$ cat src/rtl/lsu_ctrl_pkg.sv
// Shared core types: data access width and LSU sequencer states.
// Also small helpers for misalignment, byte enables and store replication.
package core_pkg;

  typedef enum logic [1:0] {
    BYTE      = 2'd0,
    HALF_WORD = 2'd1,
    WORD      = 2'd2
  } data_type_t;

  typedef enum logic [1:0] {
    LSU_IDLE,
    LSU_REQ,
    LSU_RESP
  } lsu_state_t;

  function automatic logic misaligned(
    input data_type_t dt,
    input logic [1:0] off
  );
    logic m;
    m = 1'b0;
    unique case (dt)
      BYTE:      m = 1'b0;
      HALF_WORD: m = off[0];
      default:   m = |off;
    endcase
    return m;
  endfunction

  function automatic logic [3:0] byte_en(
    input data_type_t dt,
    input logic [1:0] off
  );
    logic [3:0] be;
    be = 4'b1111;
    unique case (dt)
      BYTE:      be = 4'b0001 << off;
      HALF_WORD: be = 4'b0011 << off;
      default:   be = 4'b1111;
    endcase
    return be;
  endfunction

  function automatic logic [31:0] wdata_rep(
    input data_type_t  dt,
    input logic [31:0] wd
  );
    logic [31:0] r;
    r = wd;
    unique case (dt)
      BYTE:      r = {4{wd[7:0]}};
      HALF_WORD: r = {2{wd[15:0]}};
      default:   r = wd;
    endcase
    return r;
  endfunction

endpackage

$ cat src/rtl/lsu_ctrl_load_align.sv
// Load data aligner: shifts the bus word by the byte offset and extends.
// Ports: rdata_i, off_i, dtype_i, sext_i in; data_o (32-bit result) out.
module lsu_load_align
  import core_pkg::*;
(
  input  logic [31:0] rdata_i,
  input  logic [1:0]  off_i,
  input  data_type_t  dtype_i,
  input  logic        sext_i,
  output logic [31:0] data_o
);

  logic [31:0] sh;

  assign sh = rdata_i >> {off_i, 3'b000};

  always_comb begin
    data_o = sh;
    unique case (dtype_i)
      BYTE: begin
        data_o = {{24{sext_i & sh[7]}}, sh[7:0]};
      end
      HALF_WORD: begin
        data_o = {{16{sext_i & sh[15]}}, sh[15:0]};
      end
      default: data_o = sh;
    endcase
  end

endmodule

$ cat src/rtl/lsu_ctrl.sv
// LSU controller: sequences loads/stores onto an OBI-style data port.
// Ports: pipeline req/addr/wdata in, stall/rdata/exc/timeout out,
// dmem_* bus req/gnt/rvalid handshake. Optional RISCX_LSU_TIMEOUT_EN
// adds a response watchdog of TIMEOUT_CYCLES cycles.
module lsu_ctrl
  import core_pkg::*;
#(
  parameter int unsigned TIMEOUT_CYCLES = 255
) (
  input  logic        clk_i,
  input  logic        rst_n_i,
  input  logic        req_valid_i,
  input  logic        mem_wen_i,
  input  data_type_t  data_type_i,
  input  logic        sign_extend_i,
  input  logic [31:0] addr_i,
  input  logic [31:0] wdata_i,
  output logic        stall_o,
  output logic [31:0] rdata_o,
  output logic        rdata_valid_o,
  output logic        exc_valid_o,
  output logic        exc_store_o,
  output logic [31:0] exc_addr_o,
  output logic        timeout_o,
  output logic        dmem_req_o,
  input  logic        dmem_gnt_i,
  output logic [31:0] dmem_addr_o,
  output logic        dmem_we_o,
  output logic [3:0]  dmem_be_o,
  output logic [31:0] dmem_wdata_o,
  input  logic        dmem_rvalid_i,
  input  logic [31:0] dmem_rdata_i
);

  lsu_state_t  state_q, state_d;
  logic [31:0] addr_q, addr_d;
  logic        we_q, we_d;
  logic [3:0]  be_q, be_d;
  logic [31:0] wdata_q, wdata_d;
  logic [1:0]  off_q, off_d;
  data_type_t  type_q, type_d;
  logic        sext_q, sext_d;
  logic [31:0] ld_data;

`ifdef RISCX_LSU_TIMEOUT_EN
  localparam int unsigned CW = $clog2(TIMEOUT_CYCLES + 1);
  localparam logic [CW-1:0] CNT_LAST = CW'(TIMEOUT_CYCLES - 1);
  logic [CW-1:0] cnt_q, cnt_d;

  always_ff @(posedge clk_i or negedge rst_n_i) begin
    if (!rst_n_i) cnt_q <= '0;
    else          cnt_q <= cnt_d;
  end
`endif

  always_ff @(posedge clk_i or negedge rst_n_i) begin
    if (!rst_n_i) begin
      state_q <= LSU_IDLE;
      addr_q  <= '0;
      we_q    <= 1'b0;
      be_q    <= '0;
      wdata_q <= '0;
      off_q   <= '0;
      type_q  <= BYTE;
      sext_q  <= 1'b0;
    end else begin
      state_q <= state_d;
      addr_q  <= addr_d;
      we_q    <= we_d;
      be_q    <= be_d;
      wdata_q <= wdata_d;
      off_q   <= off_d;
      type_q  <= type_d;
      sext_q  <= sext_d;
    end
  end

  always_comb begin
    state_d       = state_q;
    addr_d        = addr_q;
    we_d          = we_q;
    be_d          = be_q;
    wdata_d       = wdata_q;
    off_d         = off_q;
    type_d        = type_q;
    sext_d        = sext_q;
    stall_o       = 1'b0;
    dmem_req_o    = 1'b0;
    rdata_valid_o = 1'b0;
    exc_valid_o   = 1'b0;
    exc_store_o   = 1'b0;
    exc_addr_o    = '0;
    timeout_o     = 1'b0;
`ifdef RISCX_LSU_TIMEOUT_EN
    cnt_d         = cnt_q;
`endif
    unique case (state_q)
      LSU_IDLE: begin
        if (req_valid_i) begin
          if (misaligned(data_type_i, addr_i[1:0])) begin
            exc_valid_o = 1'b1;
            exc_store_o = mem_wen_i;
            exc_addr_o  = addr_i;
          end else begin
            addr_d  = {addr_i[31:2], 2'b00};
            we_d    = mem_wen_i;
            be_d    = byte_en(data_type_i, addr_i[1:0]);
            wdata_d = wdata_rep(data_type_i, wdata_i);
            off_d   = addr_i[1:0];
            type_d  = data_type_i;
            sext_d  = sign_extend_i;
            stall_o = 1'b1;
            state_d = LSU_REQ;
          end
        end
      end
      LSU_REQ: begin
        dmem_req_o = 1'b1;
        stall_o    = 1'b1;
        if (dmem_gnt_i) begin
          state_d = LSU_RESP;
`ifdef RISCX_LSU_TIMEOUT_EN
          cnt_d   = '0;
`endif
        end
      end
      LSU_RESP: begin
        if (dmem_rvalid_i) begin
          rdata_valid_o = ~we_q;
          state_d       = LSU_IDLE;
        end
`ifdef RISCX_LSU_TIMEOUT_EN
        // The cycle that would bring the count to the limit fires.
        else if (cnt_q == CNT_LAST) begin
          timeout_o = 1'b1;
          state_d   = LSU_IDLE;
        end else begin
          stall_o = 1'b1;
          cnt_d   = cnt_q + 1'b1;
        end
`else
        else begin
          stall_o = 1'b1;
        end
`endif
      end
      default: state_d = LSU_IDLE;
    endcase
  end

  lsu_load_align u_align (
    .rdata_i (dmem_rdata_i),
    .off_i   (off_q),
    .dtype_i (type_q),
    .sext_i  (sext_q),
    .data_o  (ld_data)
  );

  assign rdata_o      = rdata_valid_o ? ld_data : '0;
  assign dmem_addr_o  = addr_q;
  assign dmem_we_o    = we_q;
  assign dmem_be_o    = be_q;
  assign dmem_wdata_o = wdata_q;

endmodule

$ cat config.mk
export PLATFORM = sky130hd
export DESIGN_NAME = lsu_ctrl
export DESIGN_NICKNAME = d
export VERILOG_FILES = /design/src/rtl/lsu_ctrl_pkg.sv /design/src/rtl/lsu_ctrl_load_align.sv /design/src/rtl/lsu_ctrl.sv
export SDC_FILE = /design/constraint.sdc
export NUM_CORES = 1
export LEC_CHECK = 0
export BUFFER_PORTS_ARGS = -buffer_cell sky130_fd_sc_hd__clkbuf_2
export CORE_ASPECT_RATIO = 1.75
export CORE_MARGIN = 2
export CORE_UTILIZATION = 35
export CTS_CLUSTER_SIZE = 16
export DETAILED_ROUTE_END_ITERATION = 10
export HOLD_SLACK_MARGIN = 0.06
export PLACE_DENSITY = 0.65
export RECOVER_POWER = 100
export SLEW_MARGIN = 20
export SYNTH_ARGS = -nofsm -noshare
export SYNTH_HDL_FRONTEND = slang
export SYNTH_SLANG_ARGS = --single-unit
$ cat constraint.sdc
create_clock -name clk_i -period 2.7 [get_ports clk_i]
set_clock_uncertainty 0.2 [all_clocks]
set_input_delay 0.27 -clock clk_i [delete_from_list [all_inputs] [get_ports clk_i]]
set_output_delay 0.27 -clock clk_i [all_outputs]
set_load 0.005 [all_outputs]
==> Word-level counts from Yosys, hierarchy flattened <==
Cells that the tools add are included.
{ "totals": {"output_inout_bits": 139, "reg_bits": 74, "in_bits": 105, "word_cells": 57} }
{ "op_classes": {"n_mux": 28, "n_reduce_logical": 6, "bitwise_logic": 4, "eq_ne": 8, "shifts": 3} }
{ "op_table": {"columns": ["operator", "n"], "rows": [
  ["32-bit two-way mux", 4],
  ["32-bit one-hot mux with 2 select lines", 2],
  ["32-bit by 5-bit right shift with 32-bit output", 1],
  ["1-bit two-way mux", 14],
  ["2-bit two-way mux", 4],
  ["2-bit inequality test, second input constant", 4],
  ["4-bit one-hot mux with 2 select lines", 1],
  ["2-bit by 1-bit equality test with 1-bit output, second input constant", 3],
  ["2-bit logical NOT", 3],
  ["2-bit one-hot mux with 3 select lines", 1],
  ["4-bit AND reduction", 1],
  ["1-bit by 2-bit left shift with 4-bit output, first input constant", 1],
  ["2-bit by 2-bit left shift with 4-bit output, first input constant", 1],
  ["1-bit one-hot mux with 3 select lines", 1],
  ["3-bit AND reduction", 1],
  ["1-bit bitwise AND", 2],
  ["2-bit equality test, second input constant", 1],
  ["1-bit inverter", 2],
  ["1-bit one-hot mux with 2 select lines", 1],
  ["2-bit OR reduction", 1]
]} }

==> Logic depth before layout (Yosys ltp) <==
{ "depth": {"word_depth": 7, "mapped_depth": 6, "depth_no_buf": 4} }

==> Modules after synthesis <==
A second synthesis with hierarchy kept.
{ "unflattened": {"hier_cells": 410, "area_unflattened_um2": 4823.4} }
{ "modules_own_cells": {"columns": ["module", "area_each_um2", "seq_area_each_um2", "cells_per_inst", "n_inst"], "rows": [
  ["lsu_ctrl", 4015.1, 1851.8, 304, 1],
  ["lsu_load_align", 808.3, 0.0, 106, 1]
]} }

==> Least setup slack after synthesis <==
OpenSTA, ideal clock, no wires.
{ "synth_timing": {"kind": "register to output", "start": "register off_q[1]", "end": "output port rdata_o[21]", "required_ns": 2.230, "path_stages_with_launch": 6, "arrival_ns": 1.506, "path_buffers": 2, "setup_slack_ns": 0.724, "cell_sequence": "dfrtp_1 -> buf_6 -> mux2_2 -> a221oi_4 -> clkbuf_1 -> o21ai_0"} }
{ "synth_between": {"elab_chain_cells": 4, "elab_cells_between_ends": 5, "classes_between": "1 x shift; 2 x mux; 2 x bitwise"} }
{ "synth_rtl": {"columns": ["item", "line", "source"], "rows": [
  ["start: declaration", "lsu_ctrl.sv:40", "logic [1:0] off_q, off_d;"],
  ["start signal: assignment", "lsu_ctrl.sv:63", "off_q <= '0;"],
  ["start signal: assignment", "lsu_ctrl.sv:72", "off_q <= off_d;"],
  ["32-bit by 5-bit right shift with 32-bit output (*)", "lsu_ctrl_load_align.sv:15", "assign sh = rdata_i >> {off_i, 3'b000};"],
  ["1-bit bitwise AND, on equally long branches", "lsu_ctrl_load_align.sv:24, lsu_ctrl_load_align.sv:21", null],
  ["32-bit one-hot mux with 2 select lines (*)", "lsu_ctrl_load_align.sv:19", "unique case (dtype_i)"],
  ["32-bit two-way mux (*)", "lsu_ctrl.sv:159", "assign rdata_o = rdata_valid_o ? ld_data : '0;"],
  ["end: declaration", "lsu_ctrl.sv:19", "output logic [31:0] rdata_o,"]
]} }
Mark *: on every way between the ends. The rest lies on a longest branch, timed or not.

==> Final worst setup path <==
{ "layout_timing": {"start": "register off_q[0]", "end": "output port rdata_o[26]"} }
Same word-level chain as after synthesis.

==> metrics.log <==
[metrics] I/O pin count: 244
[metrics] number of buffers on the longest clock path: 2
[metrics] clock-pin transition on the worst setup and hold timing paths: 0.05 ns
[metrics] final setup violation count: 0
[metrics] clock tree from TritonCTS: yes
[metrics] cell breakdown of the critical path: xor2_1 > a221oi_4 > buf_4 > o21ai_0 > clkbuf_2
[metrics] cells on worst reg2reg path: 4
[metrics] Max Cap Violations: 0
[metrics] commonest non-fill, non-tap cell in the layout: sky130_fd_sc_hd__clkbuf_2
[metrics] Final Hold Vio Count: 0
[metrics] CTS buffer count: 9
[metrics] core area: 0.01243 sq mm
[metrics] pin slew with the least headroom to its limit: 1.007 ns
[metrics] Power Dens Cells: 774.8 mW/mm^2
[metrics] setup slack of the worst register-to-register path: 0.20 ns
[metrics] Cell Rows: 54
[metrics] H-tree level count: 3
[metrics] vias: 4,135
[metrics] leakage power summed over all cells: 2.935 nW
[metrics] longest individual stage delay on the worst path: 0.71 ns
[metrics] wire length per cell: 16.88 um
[metrics] hold-critical path depth: 3
[metrics] residual antenna-violating net count after detailed routing: 0
[metrics] fraction of registers with async set/reset: 1.000
[metrics] Total Wirelength: 14,060 um
[metrics] element type at the critical path end: output port
[metrics] most used flip-flop cell after synthesis: sky130_fd_sc_hd__dfrtp_1
[metrics] detailed-route DRC error count: 0
[metrics] Hold Path Sink: state_q[1]$_DFFE_PN0P_
[metrics] netlist area before placement: 0.004442 sq mm
[metrics] buffering stage count on the worst path with inverters included: 2
[metrics] Reg2Reg Capture Point: dmem_addr_o[10]$_DFFE_PN0P_
[metrics] global-route usage over all layers: 0.2045
[metrics] final clock period utilization by the worst path: 0.9557
[metrics] headroom to the max-slew limit: 0.3287
[metrics] clk_lat worst skew: 0.32 ns
[metrics] Cell Count, Final, Fillers Out: 833
[metrics] clk root buf: sky130_fd_sc_hd__clkbuf_16
[metrics] CP Launch Type: flop
[metrics] first-pass iteration count of the detailed router: 5
[metrics] PortBufs: 240
[metrics] cell count after placement: 772
[metrics] hold wc startpoint: dmem_rvalid_i
[metrics] reg-to-reg critical path startpoint: state_q[1]$_DFFE_PN0P_
[metrics] post-synthesis sequential area ratio: 0.4169
[metrics] number of flops mapped to enable cells by yosys: 0
[metrics] timing-limited maximum frequency: 387.5 MHz
[metrics] final setup TNS: 0 ns
[metrics] initial standard-cell utilization of the core: 0.3573
[metrics] chip width: 89.16 um
[metrics] synthesized area per cell: 11.51 sq um
[metrics] setup repair after global routing missed its margin: false
[metrics] worst min path class: primary input to flop
[metrics] Antenna diodes: 0
[metrics] gate family responsible for the most delay along the worst path: flip-flops
[metrics] worst vdd rail ir drop: 0.0004024 V
[metrics] Area Overhead vs Synth: 41.63%
[metrics] share of final-layout standard cells stronger than drive strength 1: 0.4286
[metrics] clock sink count: 74
[metrics] Routability Congestion: 0.8374
[metrics] net count of the finished layout: 765
[metrics] die area: 0.01364 sq mm
[metrics] Remaining Overflow, GRT: 0
[metrics] violation count after the first detailed-routing iteration: 215
[metrics] Worst EP arrival: 2.11 ns
[metrics] flip-flop and latch count after synthesis: 74
[metrics] first-pass GRT wire length: 21,740 um
[metrics] final number of max-transition violations: 0
[metrics] category of the critical setup timing path: flop to output port
[metrics] largest net degree at the start of global routing: 75
[metrics] Die Y-Extent: 153.0 um
[metrics] Final Total Pwr: 0.004874 W
[metrics] number of distinct library cells after synthesis: 47
[metrics] antenna violations before repair: 0
[metrics] Synth Warn #: 0
[metrics] required time of the critical path: 2.23 ns
[metrics] top library cells by usage in the layout, fill and taps aside: sky130_fd_sc_hd__clkbuf_2 (173), sky130_fd_sc_hd__dfrtp_1 (73), sky130_fd_sc_hd__mux2_2 (70)
[metrics] average vias per placed instance: 4.964
[metrics] slowest stage cell, crit path: sky130_fd_sc_hd__dfrtp_1
[metrics] Final Util: 0.5060
[metrics] vias in the first global route: 4,355
[metrics] shortest clock period the worst path allows after layout: 2.580 ns
[metrics] outcome: finished clean
[metrics] crit-path max FO: 15
[metrics] total half-perimeter wirelength after legalization and detailed placement: 10,540 um
[metrics] post-synthesis cell count: 386
[report_power, final]
group	leakage, nW	switching, W	internal, W	total, W
registers	0.873	0.000305	0.00156	0.00187
logic	1.94	0.000915	0.00101	0.00192
clock network	0.125	0.000463	0.000622	0.00108
[metal layers]
layer	global-route usage	part of all wire
met1	0.2019	0.35
met4	0.07818	0.026
met2	0.4004	0.57
met3	0.03240	0.052
met5	0	0
[kinds of logic (layout without fill, tap and decap cells)]
kind of cell | after synthesis | count (layout) | share of synthesized area
xor+xnor | 3 | 3 | 0.005917
mux | 115 | 115 | 0.3144
simple gates | 99 | 99 | 0.1276
other cells | 1 | 3 | 0.0008443
buf+inv | 39 | 316 | 0.04648
flops | 74 | 74 | 0.4169
compound gates | 55 | 55 | 0.08789
[cells in the mapped netlist, types with 2 or more instances]
cell type	number	area share
sky130_fd_sc_hd__mux2_4	29	0.098
sky130_fd_sc_hd__a21o_1	4	0.0068
sky130_fd_sc_hd__nor2_1	13	0.011
sky130_fd_sc_hd__o21ai_0	24	0.027
sky130_fd_sc_hd__buf_1	2	0.0017
sky130_fd_sc_hd__a22oi_1	2	0.0034
sky130_fd_sc_hd__buf_2	9	0.010
sky130_fd_sc_hd__xor2_1	2	0.0039
sky130_fd_sc_hd__and2_1	35	0.049
sky130_fd_sc_hd__buf_6	5	0.013
sky130_fd_sc_hd__mux2_2	70	0.18
sky130_fd_sc_hd__nor3_1	10	0.011
sky130_fd_sc_hd__nand4_1	8	0.011
sky130_fd_sc_hd__a211oi_1	7	0.012
sky130_fd_sc_hd__mux2i_1	15	0.034
sky130_fd_sc_hd__nor2b_1	4	0.0056
sky130_fd_sc_hd__nand2_1	11	0.0093
sky130_fd_sc_hd__a221oi_1	8	0.016
sky130_fd_sc_hd__inv_1	2	0.0017
sky130_fd_sc_hd__buf_4	3	0.0051
sky130_fd_sc_hd__dfrtp_1	74	0.42
sky130_fd_sc_hd__nand3_1	8	0.0090
sky130_fd_sc_hd__clkbuf_1	17	0.014
[state kept, by name, indices dropped and copies added (netlist names)]
register	count
dmem_wdata_o	32
dmem_addr_o	30
dmem_be_o	4
off_q	2
state_q	2
type_q	2
dmem_we_o	1
sext_q	1
[metrics by stage]
| stage | setup slack (ns) | hold slack, ns | area, sq um |
|---|---|---|---|
| global placement | 0.3930 | 0.2629 | 5758 |
| floorplan | 0.7236 | -0.2256 | 4449 |
| finish | 0.1195 | 0.08196 | 6291 |
| CTS | 0.06798 | 0.07027 | 6474 |
| detailed placement | 0.2866 | 0.2778 | 5758 |
| global route | 0.02097 | 0.08811 | 6291 |
[worst max path at each step]
stage | from | endpoint | slack, ns | cells past startpoint
after global routing | off_q[0]$_DFFE_PN0P_ | rdata_o[26] | 0.02 | 5
after detailed placement | off_q[1]$_DFFE_PN0P_ | rdata_o[20] | 0.29 | 4
after floorplan | off_q[1]$_DFFE_PN0P_ | rdata_o[21] | 0.72 | 5
final | off_q[0]$_DFFE_PN0P_ | rdata_o[26] | 0.12 | 5
after global placement | off_q[1]$_DFFE_PN0P_ | rdata_o[20] | 0.39 | 4
after CTS | off_q[1]$_DFFE_PN0P_ | rdata_o[26] | 0.07 | 5
[timing repair]
action / in CTS / in global routing
endpoints found under the setup margin: 1 / 18
hold buffers: 43 / 0
setup buffers: 2 / 0
endpoints found under the hold margin: 116 / 0
cloned: 0 / 0
resized for setup: 0 / 3
pin swaps: 1 / 0
[final cells by class]
| type | instances | area [sq um] |
|---|---|---|
| well taps | 168 | 210.2 |
| multi-input cells | 275 | 2293 |
| flip-flops and latches | 74 | 1853 |
| clock buffers | 10 | 229.0 |
| inverters | 3 | 11.26 |
| repair buffers | 297 | 1653 |
| clock inverters | 6 | 41.29 |
| fillers | 1232 | 6141 |
[worst reg2reg max path, delay by kind of cell, from the launching register on]
family                 cells  cell delay [ns]
multiplexers               1             0.51
buffers and inverters      1             0.58
AND/OR/NAND/NOR            2             0.68
flip-flops                 1             0.41
(Power assumes the default switching activity.)
